===== src/rtl/enemy_move_square.sv =====
// Enemy sprite position/state tracker: once-per-frame right/left/descend sweep with
// death, respawn and landing, plus a registered per-pixel inside flag and sprite offsets.
module enemy_move_square #(
  parameter int unsigned OBJECT_WIDTH_X = 11,
  parameter int unsigned OBJECT_HEIGHT_Y = 48,
  parameter int unsigned INIT_X = 40,
  parameter int unsigned INIT_Y = 32,
  parameter int unsigned SPEED_X = 2,
  parameter int unsigned DROP_Y = 16,
  parameter int unsigned LEFT_LIMIT = 0,
  parameter int unsigned RIGHT_LIMIT = 639,
  parameter int unsigned BOTTOM_LIMIT = 479,
  parameter int unsigned RESPAWN_FRAMES = 60
) (
  input  logic        clk,
  input  logic        reset,
  input  logic        startOfFrame,
  input  logic [10:0] pixelX,
  input  logic [10:0] pixelY,
  input  logic        hit,
  output logic [10:0] offsetX,
  output logic [10:0] offsetY,
  output logic        InsideRectangle,
  output logic [10:0] topLeftX,
  output logic [10:0] topLeftY,
  output logic        alive,
  output logic        reachedBottom
);

  // Twelve-bit working width keeps X+W and Y+H from wrapping.
  localparam logic [11:0] W    = 12'(OBJECT_WIDTH_X);
  localparam logic [11:0] H    = 12'(OBJECT_HEIGHT_Y);
  localparam logic [11:0] IX   = 12'(INIT_X);
  localparam logic [11:0] IY   = 12'(INIT_Y);
  localparam logic [11:0] SPD  = 12'(SPEED_X);
  localparam logic [11:0] DRP  = 12'(DROP_Y);
  localparam logic [11:0] LL   = 12'(LEFT_LIMIT);
  localparam logic [11:0] RL   = 12'(RIGHT_LIMIT);
  localparam logic [11:0] BL   = 12'(BOTTOM_LIMIT);
  localparam logic [15:0] RESP = 16'(RESPAWN_FRAMES);

  typedef enum logic [2:0] {
    MOVE_RIGHT = 3'd0,
    MOVE_LEFT  = 3'd1,
    DESCEND    = 3'd2,
    DEAD       = 3'd3,
    LANDED     = 3'd4
  } state_t;

  state_t      state_r, state_s;
  logic        dir_r, dir_s;
  logic [11:0] x_r, x_s, y_r, y_s;
  logic [15:0] cnt_r, cnt_s;
  logic        alive_r, landed_r;
  logic        inside_r, inside_s;
  logic [10:0] offx_r, offy_r, dx_s, dy_s;
  logic [11:0] px_s, py_s;

  // Next-state and position update; hit overrides a coincident frame tick.
  always_comb begin
    state_s = state_r;
    dir_s   = dir_r;
    x_s     = x_r;
    y_s     = y_r;
    cnt_s   = cnt_r;
    case (state_r)
      MOVE_RIGHT: begin
        if (hit) begin
          state_s = DEAD;
          cnt_s   = RESP;
        end else if (startOfFrame) begin
          if (x_r + SPD + W - 12'd1 > RL) begin
            x_s     = RL - W + 12'd1;
            dir_s   = ~dir_r;
            state_s = DESCEND;
          end else begin
            x_s = x_r + SPD;
          end
        end else begin
          x_s = x_r;
        end
      end
      MOVE_LEFT: begin
        if (hit) begin
          state_s = DEAD;
          cnt_s   = RESP;
        end else if (startOfFrame) begin
          if (x_r < LL + SPD) begin
            x_s     = LL;
            dir_s   = ~dir_r;
            state_s = DESCEND;
          end else begin
            x_s = x_r - SPD;
          end
        end else begin
          x_s = x_r;
        end
      end
      DESCEND: begin
        if (hit) begin
          state_s = DEAD;
          cnt_s   = RESP;
        end else if (startOfFrame) begin
          if (y_r + DRP + H - 12'd1 > BL) begin
            y_s     = BL - H + 12'd1;
            state_s = LANDED;
          end else begin
            y_s     = y_r + DRP;
            state_s = dir_r ? MOVE_RIGHT : MOVE_LEFT;
          end
        end else begin
          y_s = y_r;
        end
      end
      DEAD: begin
        if (startOfFrame) begin
          if (cnt_r != 16'd0) begin
            cnt_s = cnt_r - 16'd1;
          end else begin
            x_s     = IX;
            y_s     = IY;
            dir_s   = 1'b1;
            state_s = MOVE_RIGHT;
          end
        end else begin
          cnt_s = cnt_r;
        end
      end
      LANDED: begin
        state_s = LANDED;
      end
      default: begin
        state_s = MOVE_RIGHT;
      end
    endcase
  end

  // Pixel hit test against the current (pre-update) position.
  always_comb begin
    px_s     = {1'b0, pixelX};
    py_s     = {1'b0, pixelY};
    dx_s     = pixelX - x_r[10:0];
    dy_s     = pixelY - y_r[10:0];
    inside_s = (state_r != DEAD) &&
               (px_s >= x_r) && (px_s <= x_r + W - 12'd1) &&
               (py_s >= y_r) && (py_s <= y_r + H - 12'd1);
  end

  // State, position and registered pixel outputs.
  always_ff @(posedge clk) begin
    if (reset) begin
      state_r  <= MOVE_RIGHT;
      dir_r    <= 1'b1;
      x_r      <= IX;
      y_r      <= IY;
      cnt_r    <= 16'd0;
      alive_r  <= 1'b1;
      landed_r <= 1'b0;
      inside_r <= 1'b0;
      offx_r   <= 11'd0;
      offy_r   <= 11'd0;
    end else begin
      state_r  <= state_s;
      dir_r    <= dir_s;
      x_r      <= x_s;
      y_r      <= y_s;
      cnt_r    <= cnt_s;
      alive_r  <= (state_s != DEAD);
      landed_r <= (state_s == LANDED);
      inside_r <= inside_s;
      offx_r   <= inside_s ? dx_s : 11'd0;
      offy_r   <= inside_s ? dy_s : 11'd0;
    end
  end

  assign topLeftX        = x_r[10:0];
  assign topLeftY        = y_r[10:0];
  assign alive           = alive_r;
  assign reachedBottom   = landed_r;
  assign InsideRectangle = inside_r;
  assign offsetX         = offx_r;
  assign offsetY         = offy_r;

endmodule


===== config.mk =====
export PLATFORM = sky130hd
export DESIGN_NAME = enemy_move_square
export DESIGN_NICKNAME = d
export VERILOG_FILES = /design/src/rtl/enemy_move_square.sv
export SDC_FILE = /design/constraint.sdc
export NUM_CORES = 1
export LEC_CHECK = 0
export CAP_MARGIN = 20
export CORE_ASPECT_RATIO = 0.9
export CORE_MARGIN = 2
export CORE_UTILIZATION = 50
export CTS_BUF_LIST = sky130_fd_sc_hd__clkbuf_16
export DETAILED_ROUTE_END_ITERATION = 16
export GPL_TIMING_DRIVEN = 1
export HOLD_SLACK_MARGIN = 0.15
export PLACE_DENSITY = 0.74
export REMOVE_ABC_BUFFERS = 1
export SLEW_MARGIN = 0
export SYNTH_ARGS = -nofsm -noshare
export SYNTH_HDL_FRONTEND = slang
export SYNTH_SLANG_ARGS = --single-unit

===== constraint.sdc =====
create_clock -name clk -period 3.62 [get_ports clk]
set_clock_uncertainty 0.05 [all_clocks]
set_input_delay 0.543 -clock clk [delete_from_list [all_inputs] [get_ports clk]]
set_output_delay 0.543 -clock clk [all_outputs]
set_load 0.02 [all_outputs]

Yosys cells after proc, flatten, opt, wreduce, memory -nomap -nowiden:

Cells that the tools add are included.

* register bits after elaboration: 69
* bits of input ports: 26
* logic and storage cells: 108

* add/sub/neg operators: 14
* $lt $le $gt $ge: 7
* equality and inequality tests: 19
* mux-type cells: 41
* bitwise logic cells: 2
* reduce and logical (&&, ||, !) cells: 15

Operators by type and width (count)
* $mux W12: 13
* $mux W16: 3
* $sub A12 B1 Y12 const B: 4
* $pmux W12 S3: 1
* $mux W3: 11
* $pmux W16 S2: 1
* $add A12 B4 Y12 const B: 2
* $add A12 B6 Y12 const B: 2
* $ge A11 B12 Y1: 2
* $le A11 B12 Y1: 2
* $pmux W12 S2: 1
* $ne A2 B2 Y1 const B: 11
* $sub A11 B11 Y11: 2
* $reduce_bool A16 Y1: 1
* $sub A16 B1 Y16 const B: 1
* $pmux W3 S5: 1
* $add A12 B2 Y12 const B: 1
* $add A12 B5 Y12 const B: 1
* $gt A12 B10 Y1 const B: 1
* $gt A12 B9 Y1 const B: 1
* $lt A12 B2 Y1 const B: 1
* $sub A12 B2 Y12 const B: 1
* $mux W1: 9
* $reduce_and A9 Y1: 1
* other kinds (16): 24

Longest topological paths before layout:

Gate-level depths: netlist of the first run.

* word-level depth: 9
* depth in mapped cells: 15

Worst setup path before layout of the first run:

Ideal clock, no wire load.

* path kind: register -> register
* from: register x_r[2]
* to: register offx_r[2] (netlist: offsetX[2])
* data arrival time: 3.141 ns
* path slack: 0.349 ns
* stages on the path, launching flop included: 16
* period minus slack after synthesis: 3.271 ns
* cells stage by stage: dfxtp_1 > ha_1 > buf_2 > o21ai_0 > or2_2 > nor2_1 > xnor2_1 > ha_1 > a21o_1 > a21oi_1 > o2111ai_1 > nand2_1 > nand3_1 > nor4_1 > clkbuf_1 > nor3b_1

* cells in the longest elaborated chain, start to end: 8
* elaborated cells on any way between the ends: 11
* those cells by class: add/sub: 3; order compare: 2; bitwise: 1; reduce/logical: 5

Ends and longest elaborated chain
* start: declaration: RTL line 52 `logic [11:0] x_r, x_s, y_r, y_s;`
* start signal: assignment: RTL line 165 `x_r <= x_s;`
* $add A12 B4 Y12: RTL line 145 `(px_s >= x_r) && (px_s <= x_r + W - 12'd1) &&`
* $sub A12 B1 Y12: RTL line 145
* $le A11 B12 Y1: RTL line 145
* $logic_and A1 B1 Y1 (2 in a row): RTL line 145
* $logic_and A1 B1 Y1: RTL line 146 `(py_s >= y_r) && (py_s <= y_r + H - 12'd1);`
* $not A1 Y1 (no line)
* $reduce_or A2 Y1 (no line)
* end signal: assignment: RTL line 171 `offx_r <= inside_s ? dx_s : 11'd0;`
* end: declaration: RTL line 56 `logic [10:0] offx_r, offy_r, dx_s, dy_s;`

Parallel ways exist; a longest one is shown, timed or not.
A chain may end at the register's enable or synchronous reset.

Final worst setup path of the first run:

* from: register x_r[1]
* to: register x_r[10]

* cells in the longest elaborated chain, start to end: 8
* elaborated cells on any way between the ends: 13
* those cells by class: add/sub: 4; order compare: 2; mux: 7

Ends and longest elaborated chain
* $add A12 B2 Y12: RTL line 72, 77
* $add A12 B4 Y12: RTL line 72 `if (x_r + SPD + W - 12'd1 > RL) begin`
* $sub A12 B1 Y12: RTL line 72
* $gt A12 B10 Y1: RTL line 72
* $mux W12: RTL line 72
* $mux W12: RTL line 71 `end else if (startOfFrame) begin`
* $mux W12: RTL line 68 `if (hit) begin`
* $pmux W12 S3 *: RTL line 66 `case (state_r)`

Mark *: on every way between the ends. The rest lies on a longest branch, timed or not. The select of a mux whose other input is x is not followed.

==> results.toml, run 1 <==
[outcome]
outcome = "finished, final reports clean"

[yosys]
synth.cell_area_sq_um = 5009
synth_xor_area_share_pct = 7.694
synth.avg_cell_area_sq_um = 8.014
yosys-top-cells-area = "dfxtp_1 (26%), ha_1 (11%), xnor2_1 (5.4%)"
seq_area_frac_synth_pct = 25.98
yosys.area_share.simple_pct = 25.28
muxShareOfSynthArea_pct = 0.6245
yosys.area.top_type_share_pct = 25.98
synth_cell_types = 73
synth-seq-cells = 65
synth_compound_area_share_pct = 19.94
yosysTopAreaCell = "dfxtp_1"
synth_top_family_by_area = "simple AND/OR/NAND/NOR gates"
synthArstFlopShare_pct = 0
synth_edf_count = 0
synth_cells = 625
yosysWarnings = 0
ys.flop_type = "dfxtp_1"
yosys.area_share.adder_pct = 11.54

[drt]
viasPerCell = 5.910
ant_nets = 0
routed-via-count = 4728
detail_route.iter0.violations = 253
wl_microns = 12790
route.detailed.drc = 0
firstDrtPassIters = 5
wl_per_cell_microns = 15.98

[finish]
area_growth_pct = 19.56
nNetsFinal = 740
fin_area_sq_um = 5988
mostFrequentLayoutCell = "clkdlybuf4s50_1"
fillers = 848
layout-drive-gt1-share_pct = 8.160
final_cell_mix = "clkdlybuf4s50_1 (68), dfxtp_1 (63), nor2_1 (51), ha_1 (43), a21oi_1 (42)"
antenna_cells = 0
utilization_pct = 61.74

[grt]
grt_pass1_wl_microns = 21690
first_global_vias = 4557
gr-total-overflow = 0
grt_use_total_pct = 24.74
grt_max_degree = 36
antenna_found_initial = 0

[min_path]
worstHoldPathCells = 2
min_from = "cnt_r[11]"
whs_endpoint = "cnt_r[11]"
hold_path_class = "reg -> reg"

[place]
dpl_worst_slack_ps = 179.0
place_area_sq_um = 5668
io_buffers = 68
gp_congestion = 0.8930
hpwl_microns = 9602

[critical_path]
rr_startpoint = "x_r[1]"
setup.worst_path.class = "reg -> reg"
cp_data_required_time_ps = 3800
crit_arrival_ps = 3420
reg2reg_depth = 10
critPathMaxFanout = 13
reg2reg_to = "x_r[10]"
endpoint_kind = "flop"
startpoint_type = "flop"
r2r_slack_ps = 380

[sta]
fmax_ghz = 0.3085
min_period_ps = 3242
rsz0062_at_grt = "false"
slew_headroom_pct = 50.26
worst_slack_ps = 378.4
drv_slew = 0
worst_pin_slew_ps = 740.3
hold_viol = 0
setup-violations-final = 0
finalCritPeriodShare_pct = 89.55

[floorplan]
initial_core_util_pct = 51.64
num_rows = 34
core_sq_um = 9699
fp.dieH_microns = 98.95
dieWidth_microns = 109.5
dieArea_sq_um = 10840
ios = 73

[pwr]
peakVddDrop_v = 0.0002557
power_density_nw_per_um2 = 363.1
leakage_nw = 2.312

[clocking]
numCtsBuffers = 9
root_buffer = "clkbuf_16"
htreeDepth = 3
worstSkewPairLatency_ps = 330
clockBufferDepth = 2
numClockSinks = 65
clk_pin_slew_ps = 60
cts_tree = "yes"
postCtsSetupBuffers = 0

[run]
drv_cap = 0
[synth_stat cells, types with 3 or more instances]
library cell / instances
dfxtp_1: 65
nor2_1: 51
ha_1: 43
a21oi_1: 42
o21ai_0: 32
xnor2_1: 31
nand2_1: 30
inv_1: 29
nor3_1: 27
buf_4: 24
and2_1: 20
clkbuf_1: 20
nand3_1: 16
nor4_1: 16
xor2_1: 13
a211oi_1: 10
a21o_1: 10
buf_2: 10
nand4_1: 10
nor2b_1: 9
or2_2: 8
nand2b_1: 7
and3_1: 6
a221oi_1: 5
a31oi_1: 5
or3_1: 5
a2111oi_0: 4
a311oi_1: 4
a211o_1: 3
a221o_1: 3
nor4b_1: 3
o21bai_1: 3
o22ai_1: 3
[repair_timing]
action / in CTS / in global routing
endpoints found under the setup margin: 0 / 3
hold buffers: 0 / 0
resized for setup: 0 / 2
[stage by stage]
stage / total power, mW / cells / hold slack (ps) / setup TNS, ps
2_1_floorplan: 1.088 / 573 / 405.2 / -9734
3_3_place_gp: 1.236 / 784 / 443.7 / 0
3_5_place_dp: 1.246 / 784 / 454.7 / 0
4_1_cts: 2.189 / 800 / 478.8 / 0
5_1_grt: 2.267 / 800 / 494.8 / 0
6_report: 2.174 / 800 / 475.8 / 0
[sequential cells by signal, indices dropped and copies added, names as in the netlist]
signal           cells
reachedBottom        1
offsetY             11
x_r                 12
cnt_r               16
InsideRectangle      1
dir_r                1
alive                1
y_r                  8
state_r              3
offsetX             11
[worst max-delay path by stage]
stage	startpoint	endpoint	slack (ps)
finish	x_r[1]	x_r[10]	380
global route	x_r[1]	offsetY[5]	9
CTS	x_r[2]	offsetY[5]	290
detailed placement	pixelX[0]	offsetY[5]	180
global placement	pixelX[0]	offsetY[5]	380
floorplan	x_r[1]	offsetX[4]	-470
[power by group]
| part | leakage, nW | total (mW) | switching, mW | internal (mW) |
|---|---|---|---|---|
| registers | 0.528 | 0.779 | 0.0349 | 0.744 |
| clock network | 0.155 | 0.932 | 0.330 | 0.603 |
| logic | 1.63 | 0.464 | 0.263 | 0.201 |
| total | 2.31 | 2.17 | 0.627 | 1.55 |
[kinds of logic (layout without fill, tap and decap cells)]
family | count (synthesis) | count (layout)
AND/OR/NAND/NOR | 229 | 229
AO/OA/AOI/OAI | 151 | 151
buffers and inverters | 86 | 131
flip-flops | 65 | 65
adder cells (fa/ha/maj) | 45 | 45
XOR/XNOR | 44 | 44
multiplexers | 3 | 3
other | 2 | 6
[routing by layer]
layer / routed length [microns] / global-route usage (%)
met5: 0 / 0
met4: 172 / 7.790
met1: 5850 / 33.29
met3: 684 / 4.034
met2: 6079 / 40.36
[area by class of cell]
cell class / instances / area (sq um) / share of cell area (%)
repair buffers: 85 / 808.3 / 13.50
well taps: 126 / 157.7 / 2.633
multi-input cells: 478 / 3288 / 54.91
clock buffers: 9 / 225.2 / 3.761
flip-flops and latches: 65 / 1304 / 21.77
inverters: 30 / 112.6 / 1.880
clock inverters: 7 / 92.59 / 1.546
[worst max-delay path: stages, from the launching register on]
cell and delay, ps:
dfxtp_1 440, ha_1 210, buf_4 170, nand3_2 180, o21ai_0 320, a2111oi_0 150
a2111oi_0 500, a211oi_1 120, o32a_1 390, o311a_1 360, a211oi_1 240
(Power assumes the default switching activity.)
==> run 2, diff against run 1 <==
--- a/config.mk
+++ b/config.mk
@@ -6,14 +6,16 @@
 export NUM_CORES = 1
 export LEC_CHECK = 0
 export CAP_MARGIN = 20
+export CELL_PAD_IN_SITES_DETAIL_PLACEMENT = 1
+export CELL_PAD_IN_SITES_GLOBAL_PLACEMENT = 2
 export CORE_ASPECT_RATIO = 0.9
 export CORE_MARGIN = 2
-export CORE_UTILIZATION = 50
+export CORE_UTILIZATION = 33
 export CTS_BUF_LIST = sky130_fd_sc_hd__clkbuf_16
 export DETAILED_ROUTE_END_ITERATION = 16
 export GPL_TIMING_DRIVEN = 1
 export HOLD_SLACK_MARGIN = 0.15
-export PLACE_DENSITY = 0.74
+export PLACE_DENSITY_LB_ADDON = 0.1
 export REMOVE_ABC_BUFFERS = 1
 export SLEW_MARGIN = 0
 export SYNTH_ARGS = -nofsm -noshare
==> run 2 against run 1 <==
  * Wire length up 17%
  * Sequential power about the same
  * Critical endpoint is now offsetY[5]
  * First-iteration DRC count down 18%
  * Maximum frequency down 2.3%
  * Combinational power up 2%
  * Largest power group unchanged
  * Critical path type unchanged
  * Clock power down 15%
==> results.toml, run 2 (synthesized netlist as in run 1, its figures left out) <==
[outcome]
outcome = "finished, final reports clean"

[finish]
ff_latch_area_sq_um = 1301
multiInputGateArea_sq_um = 3291
regMostFlops = "cnt_r"
largest_reg_flops = 16
mostFrequentLayoutCell = "clkdlybuf4s50_1"
area_growth_pct = 20.53
fillers = 1753
final_cell_mix = "clkdlybuf4s50_1 (68), dfxtp_1 (65), nor2_1 (51), a21oi_1 (42), ha_1 (42)"
layout-drive-gt1-share_pct = 8.000
nNetsFinal = 741
reg_top3 = "cnt_r (16), x_r (12)"
antenna_cells = 0

[sta]
finalCritPeriodShare_pct = 91.62
min_period_ps = 3317
hold_viol = 0
fmax_ghz = 0.3015
rsz0062_at_grt = "false"
drv_slew = 0
worst_pin_slew_ps = 878.7
slew_headroom_pct = 40.97
setup-violations-final = 0
worst_slack_ps = 303.3

[pwr]
power_mw = 2.045
swShare_pct = 31.50
combinationalPowerShare_pct = 23.1
leakage_nw = 2.291
internal_power_mw = 1.401
switchingPower_mw = 0.6443
power_density_nw_per_um2 = 338.8
clkPwrFrac_pct = 38.7
sequentialPowerShare_pct = 38.2
peakVddDrop_v = 0.0002448

[min_path]
min_from = "y_r[11]"
hold_path_class = "reg -> reg"
whs_endpoint = "y_r[11]"
worstHoldPathCells = 2

[run]
drv_cap = 0

[clocking]
clockBufferDepth = 2
root_buffer = "clkbuf_16"
htreeDepth = 3
worstSkewPairLatency_ps = 340
numCtsBuffers = 9
cts_tree = "yes"
clk_pin_slew_ps = 60
numClockSinks = 65

[critical_path]
reg2reg_to = "offsetY[5]"
crit_arrival_ps = 3530
reg2reg_depth = 14
startpoint_type = "flop"
cp_data_required_time_ps = 3830
r2r_slack_ps = 300
startpoint = "x_r[1]"
setup.worst_path.class = "reg -> reg"
endpoint_kind = "flop"
critPathMaxFanout = 23
rr_startpoint = "x_r[1]"

[grt]
antenna_found_initial = 0
grt_pass1_wl_microns = 24010
gr-total-overflow = 0
first_global_vias = 4553
grt_max_degree = 36
grt_use_total_pct = 18.72

[drt]
viasPerCell = 5.247
detail_route.iter0.violations = 207
firstDrtPassIters = 4
ant_nets = 0
wl_microns = 14920
routed-via-count = 4581
wl_per_cell_microns = 17.10
route.detailed.drc = 0

[place]
hpwl_microns = 11620
gp_congestion = 0.8333
dpl_worst_slack_ps = 162.2
io_buffers = 68

[floorplan]
dieWidth_microns = 133.9
ios = 73
core_sq_um = 14770
num_rows = 42
dieArea_sq_um = 16180
fp.dieH_microns = 120.9
initial_core_util_pct = 33.92
==> run 2: cell count changes in the layout (fill, tap and decap cells not counted), moves of 2 or more <==
cell,delta
dfxtp_1,+2
inv_6,-2
bufinv_16,-2
dfxtp_2,-2
==> run 2: cell type report <==
type                    instances  share of cell area (%)
repair buffers                 86                   13.58
flip-flops and latches         65                   21.55
well taps                     198                   4.104
clock buffers                   9                   3.731
inverters                      30                   1.865
clock inverters                 7                  0.6632
multi-input cells             478                   54.51
==> run 2: metal layers <==
metal / GRT usage (%) / up-vias / part of all wire [%]
met1: 25.97 / 2201 / 51
met2: 29.62 / 61 / 45
met3: 3.551 / 13 / 3.2
met4: 5.253 / 0 / 1.1
met5: 0 / - / 0
li1: - / 2306 / -
==> run 2: worst max-delay path: stages, from the launching register on <==
cell and delay, ps:
dfxtp_1 420, ha_2 310, o21ai_0 140, or2_2 380, nor2_1 140, xnor2_1 130
ha_1 260, a21o_1 160, a21oi_1 170, o2111ai_1 130, nand2_1 100, nand3_1 90
nor4_2 330, buf_6 230, nor3b_1 190
==> run 2: power groups by stage <==
stage | Sequential [mW] | Clock (mW) | Combinational [mW]
2_1_floorplan | 0.805 | 0 | 0.283
3_3_place_gp | 0.794 | 0 | 0.462
3_5_place_dp | 0.796 | 0 | 0.471
4_1_cts | 0.780 | 0.818 | 0.475
5_1_grt | 0.785 | 0.843 | 0.528
6_report | 0.781 | 0.792 | 0.472
==> run 2: how the worst max path moves through the flow <==
stage                 end  depth (start not counted)
6_report       offsetY[5]                         14
5_1_grt        offsetY[5]                         14
4_1_cts        offsetX[2]                         14
3_5_place_dp   offsetX[2]                         13
3_3_place_gp   offsetY[5]                         13
2_1_floorplan  offsetX[4]                         13
==> run 2: timing repair <==
| item | 4_1_cts | 5_1_grt |
|---|---|---|
| endpoints found under the setup margin | 0 | 22 |
| gates resized for setup | 0 | 2 |
| hold buffers | 0 | 0 |
| setup buffers | 0 | 0 |
==> run 2: through the flow <==
step	utilization, %	setup TNS, ps	cell area, sq um	instances	hold slack (ps)
global route	40.88	0	6037	873	504.5
global placement	39.04	0	5766	857	441.4
CTS	40.84	0	6031	873	454.4
detailed placement	39.04	0	5766	857	440.9
finish	40.88	0	6037	873	453.5
floorplan	-	-9734	4696	573	405.2
==> run 3, diff against run 2 <==
--- a/config.mk
+++ b/config.mk
@@ -10,11 +10,12 @@
 export CELL_PAD_IN_SITES_GLOBAL_PLACEMENT = 2
 export CORE_ASPECT_RATIO = 0.9
 export CORE_MARGIN = 2
-export CORE_UTILIZATION = 33
+export CORE_UTILIZATION = 29
 export CTS_BUF_LIST = sky130_fd_sc_hd__clkbuf_16
 export DETAILED_ROUTE_END_ITERATION = 16
 export GPL_TIMING_DRIVEN = 1
 export HOLD_SLACK_MARGIN = 0.15
+export MAX_ROUTING_LAYER = met4
 export PLACE_DENSITY_LB_ADDON = 0.1
 export REMOVE_ABC_BUFFERS = 1
 export SLEW_MARGIN = 0
==> constraint.sdc (replaced) <==
create_clock -name clk -period 2.7 [get_ports clk]
set_clock_uncertainty 0.05 [all_clocks]
set_input_delay 0.405 -clock clk [delete_from_list [all_inputs] [get_ports clk]]
set_output_delay 0.405 -clock clk [all_outputs]
set_load 0.02 [all_outputs]
==> run 3 against run 2 <==
  * The run now ends with setup timing left
  * Final cell count rose by 15%
  * Core utilization increased by 2.1 points
  * Sequential power up 32%
  * Count of clock-buffer cells in the layout unchanged
  * Wire length up 16%
  * Critical endpoint is now offsetX[0]
==> results.toml, run 3 (synthesized netlist as in run 1, its figures left out) <==
[floorplan]
num_rows = 45
dieWidth_microns = 142.5
dieArea_sq_um = 18340
fp.dieH_microns = 128.7
ios = 73
initial_core_util_pct = 29.65
core_sq_um = 16890

[drt]
wl_microns = 17360
route.detailed.drc = 0
detail_route.iter0.violations = 204
firstDrtPassIters = 4
viasPerCell = 5.078
ant_nets = 0
routed-via-count = 5108
wl_per_cell_microns = 17.26

[critical_path]
worstSetupEndpoint = "offsetX[0]"
rr_startpoint = "x_r[1]"
r2r_slack_ps = -230
critPathMaxFanout = 6
endpoint_kind = "flop"
startpoint = "pixelX[0]"
cp_data_required_time_ps = 2920
crit_arrival_ps = 3160
reg2reg_to = "offsetX[0]"
startpoint_type = "input port"
reg2reg_depth = 15
setup.worst_path.class = "in -> reg"

[pwr]
power_density_nw_per_um2 = 411.0
power_mw = 2.986
combinationalPowerShare_pct = 29.0
swShare_pct = 32.11
internal_power_mw = 2.027
switchingPower_mw = 0.9588
peakVddDrop_v = 0.0003114
sequentialPowerShare_pct = 34.3
clkPwrFrac_pct = 36.6
leakage_nw = 2.945

[finish]
layout-drive-gt1-share_pct = 27.42
fin_area_sq_um = 7266
nNetsFinal = 861
area_growth_pct = 45.07
final_cell_mix = "buf_4 (129), clkdlybuf4s50_1 (68), dfxtp_1 (64), nor2_1 (49), ha_1 (41)"
largest_reg_flops = 16
regMostFlops = "cnt_r"
utilization_pct = 43.01
mostFrequentLayoutCell = "buf_4"
stdcell_count = 1006
reg_top3 = "cnt_r (16), x_r (12)"
antenna_cells = 0

[sta]
setup-violations-final = 34
rsz0062_at_grt = "true"
drv_slew = 0
worst_slack_ps = -240.1
fmax_ghz = 0.3401
min_period_ps = 2940
finalCritPeriodShare_pct = 108.9
timing.hold.ws_ps = 469.3
worst_pin_slew_ps = 525.7
setup_tns_ps = -5155
hold_viol = 0
slew_headroom_pct = 64.76

[outcome]
violations = "setup timing"
outcome = "finished with violations"

[place]
io_buffers = 68
place_area_sq_um = 6563
dp_cells = 974
gp_congestion = 0.8240
hpwl_microns = 13300
dpl_worst_slack_ps = -634.8

[clocking]
root_buffer = "clkbuf_16"
numCtsBuffers = 9
hold_buffers = 0
cts_tree = "yes"
numClockSinks = 65
clockBufferDepth = 2
clk_pin_slew_ps = 60
worstSkewPairLatency_ps = 330
htreeDepth = 3

[grt]
grt_pass1_wl_microns = 28050
antenna_found_initial = 0
grt_use_total_pct = 19.80
grt_max_degree = 36
first_global_vias = 5557
gr-total-overflow = 0

[min_path]
hold_path_class = "reg -> reg"
min_from = "y_r[11]"

[run]
drv_cap = 0
-- run 3: cell types whose count changed in the layout (fill, tap and decap cells not counted), moves of 5 or more --
cell    change
buf_6       +5
buf_4     +112
nor3_1      -6
nor4_1      -5
nor3_2      +5
-- run 3: how the worst min path moves through the flow --
stage	end	slack (ps)	cells after the start
after floorplan	y_r[11]	410	2
after global placement	y_r[11]	440	2
after detailed placement	y_r[11]	470	2
after CTS	y_r[11]	470	2
after global routing	y_r[11]	500	2
final	y_r[11]	470	2
-- run 3: cell type report --
class,instances,area [sq um]
flip-flops and latches,65,1303
repair buffers,206,1777
clock buffers,9,225.2
well taps,211,264.0
clock inverters,7,47.55
fillers,2014,9625
multi-input cells,478,3537
inverters,30,112.6
-- run 3: critical path, stage by stage --
cell and delay, ps:
clkdlybuf4s50_1 470, inv_1 50, ha_1 220, fa_2 370, nor2b_2 160, o21ai_0 120
a21oi_1 220, o21ai_1 140, a21oi_2 200, a211oi_2 80, nor4_4 280, buf_4 210
buf_6 130, nor2b_1 120
-- run 3: what timing repair did --
item,4_1_cts,5_1_grt
gates cloned,2,1
pin swaps,10,13
resized for setup,34,34
endpoints found under the setup margin,37,41
setup buffers,5,11
-- run 3: per-layer routing --
metal / share of wire, % / GRT usage (%)
met4: 0.63 / 4.193
met5: 0 / -
met2: 49 / 33.71
met1: 48 / 24.56
met3: 2.4 / 3.647
-- run 3: power by group through the flow --
stage / registers, mW / logic (mW) / clock network, mW
6_report: 1.03 / 0.867 / 1.09
5_1_grt: 1.03 / 0.953 / 1.18
4_1_cts: 1.02 / 0.828 / 1.14
3_5_place_dp: 1.04 / 0.792 / 0
3_3_place_gp: 1.04 / 0.772 / 0
2_1_floorplan: 1.08 / 0.379 / 0
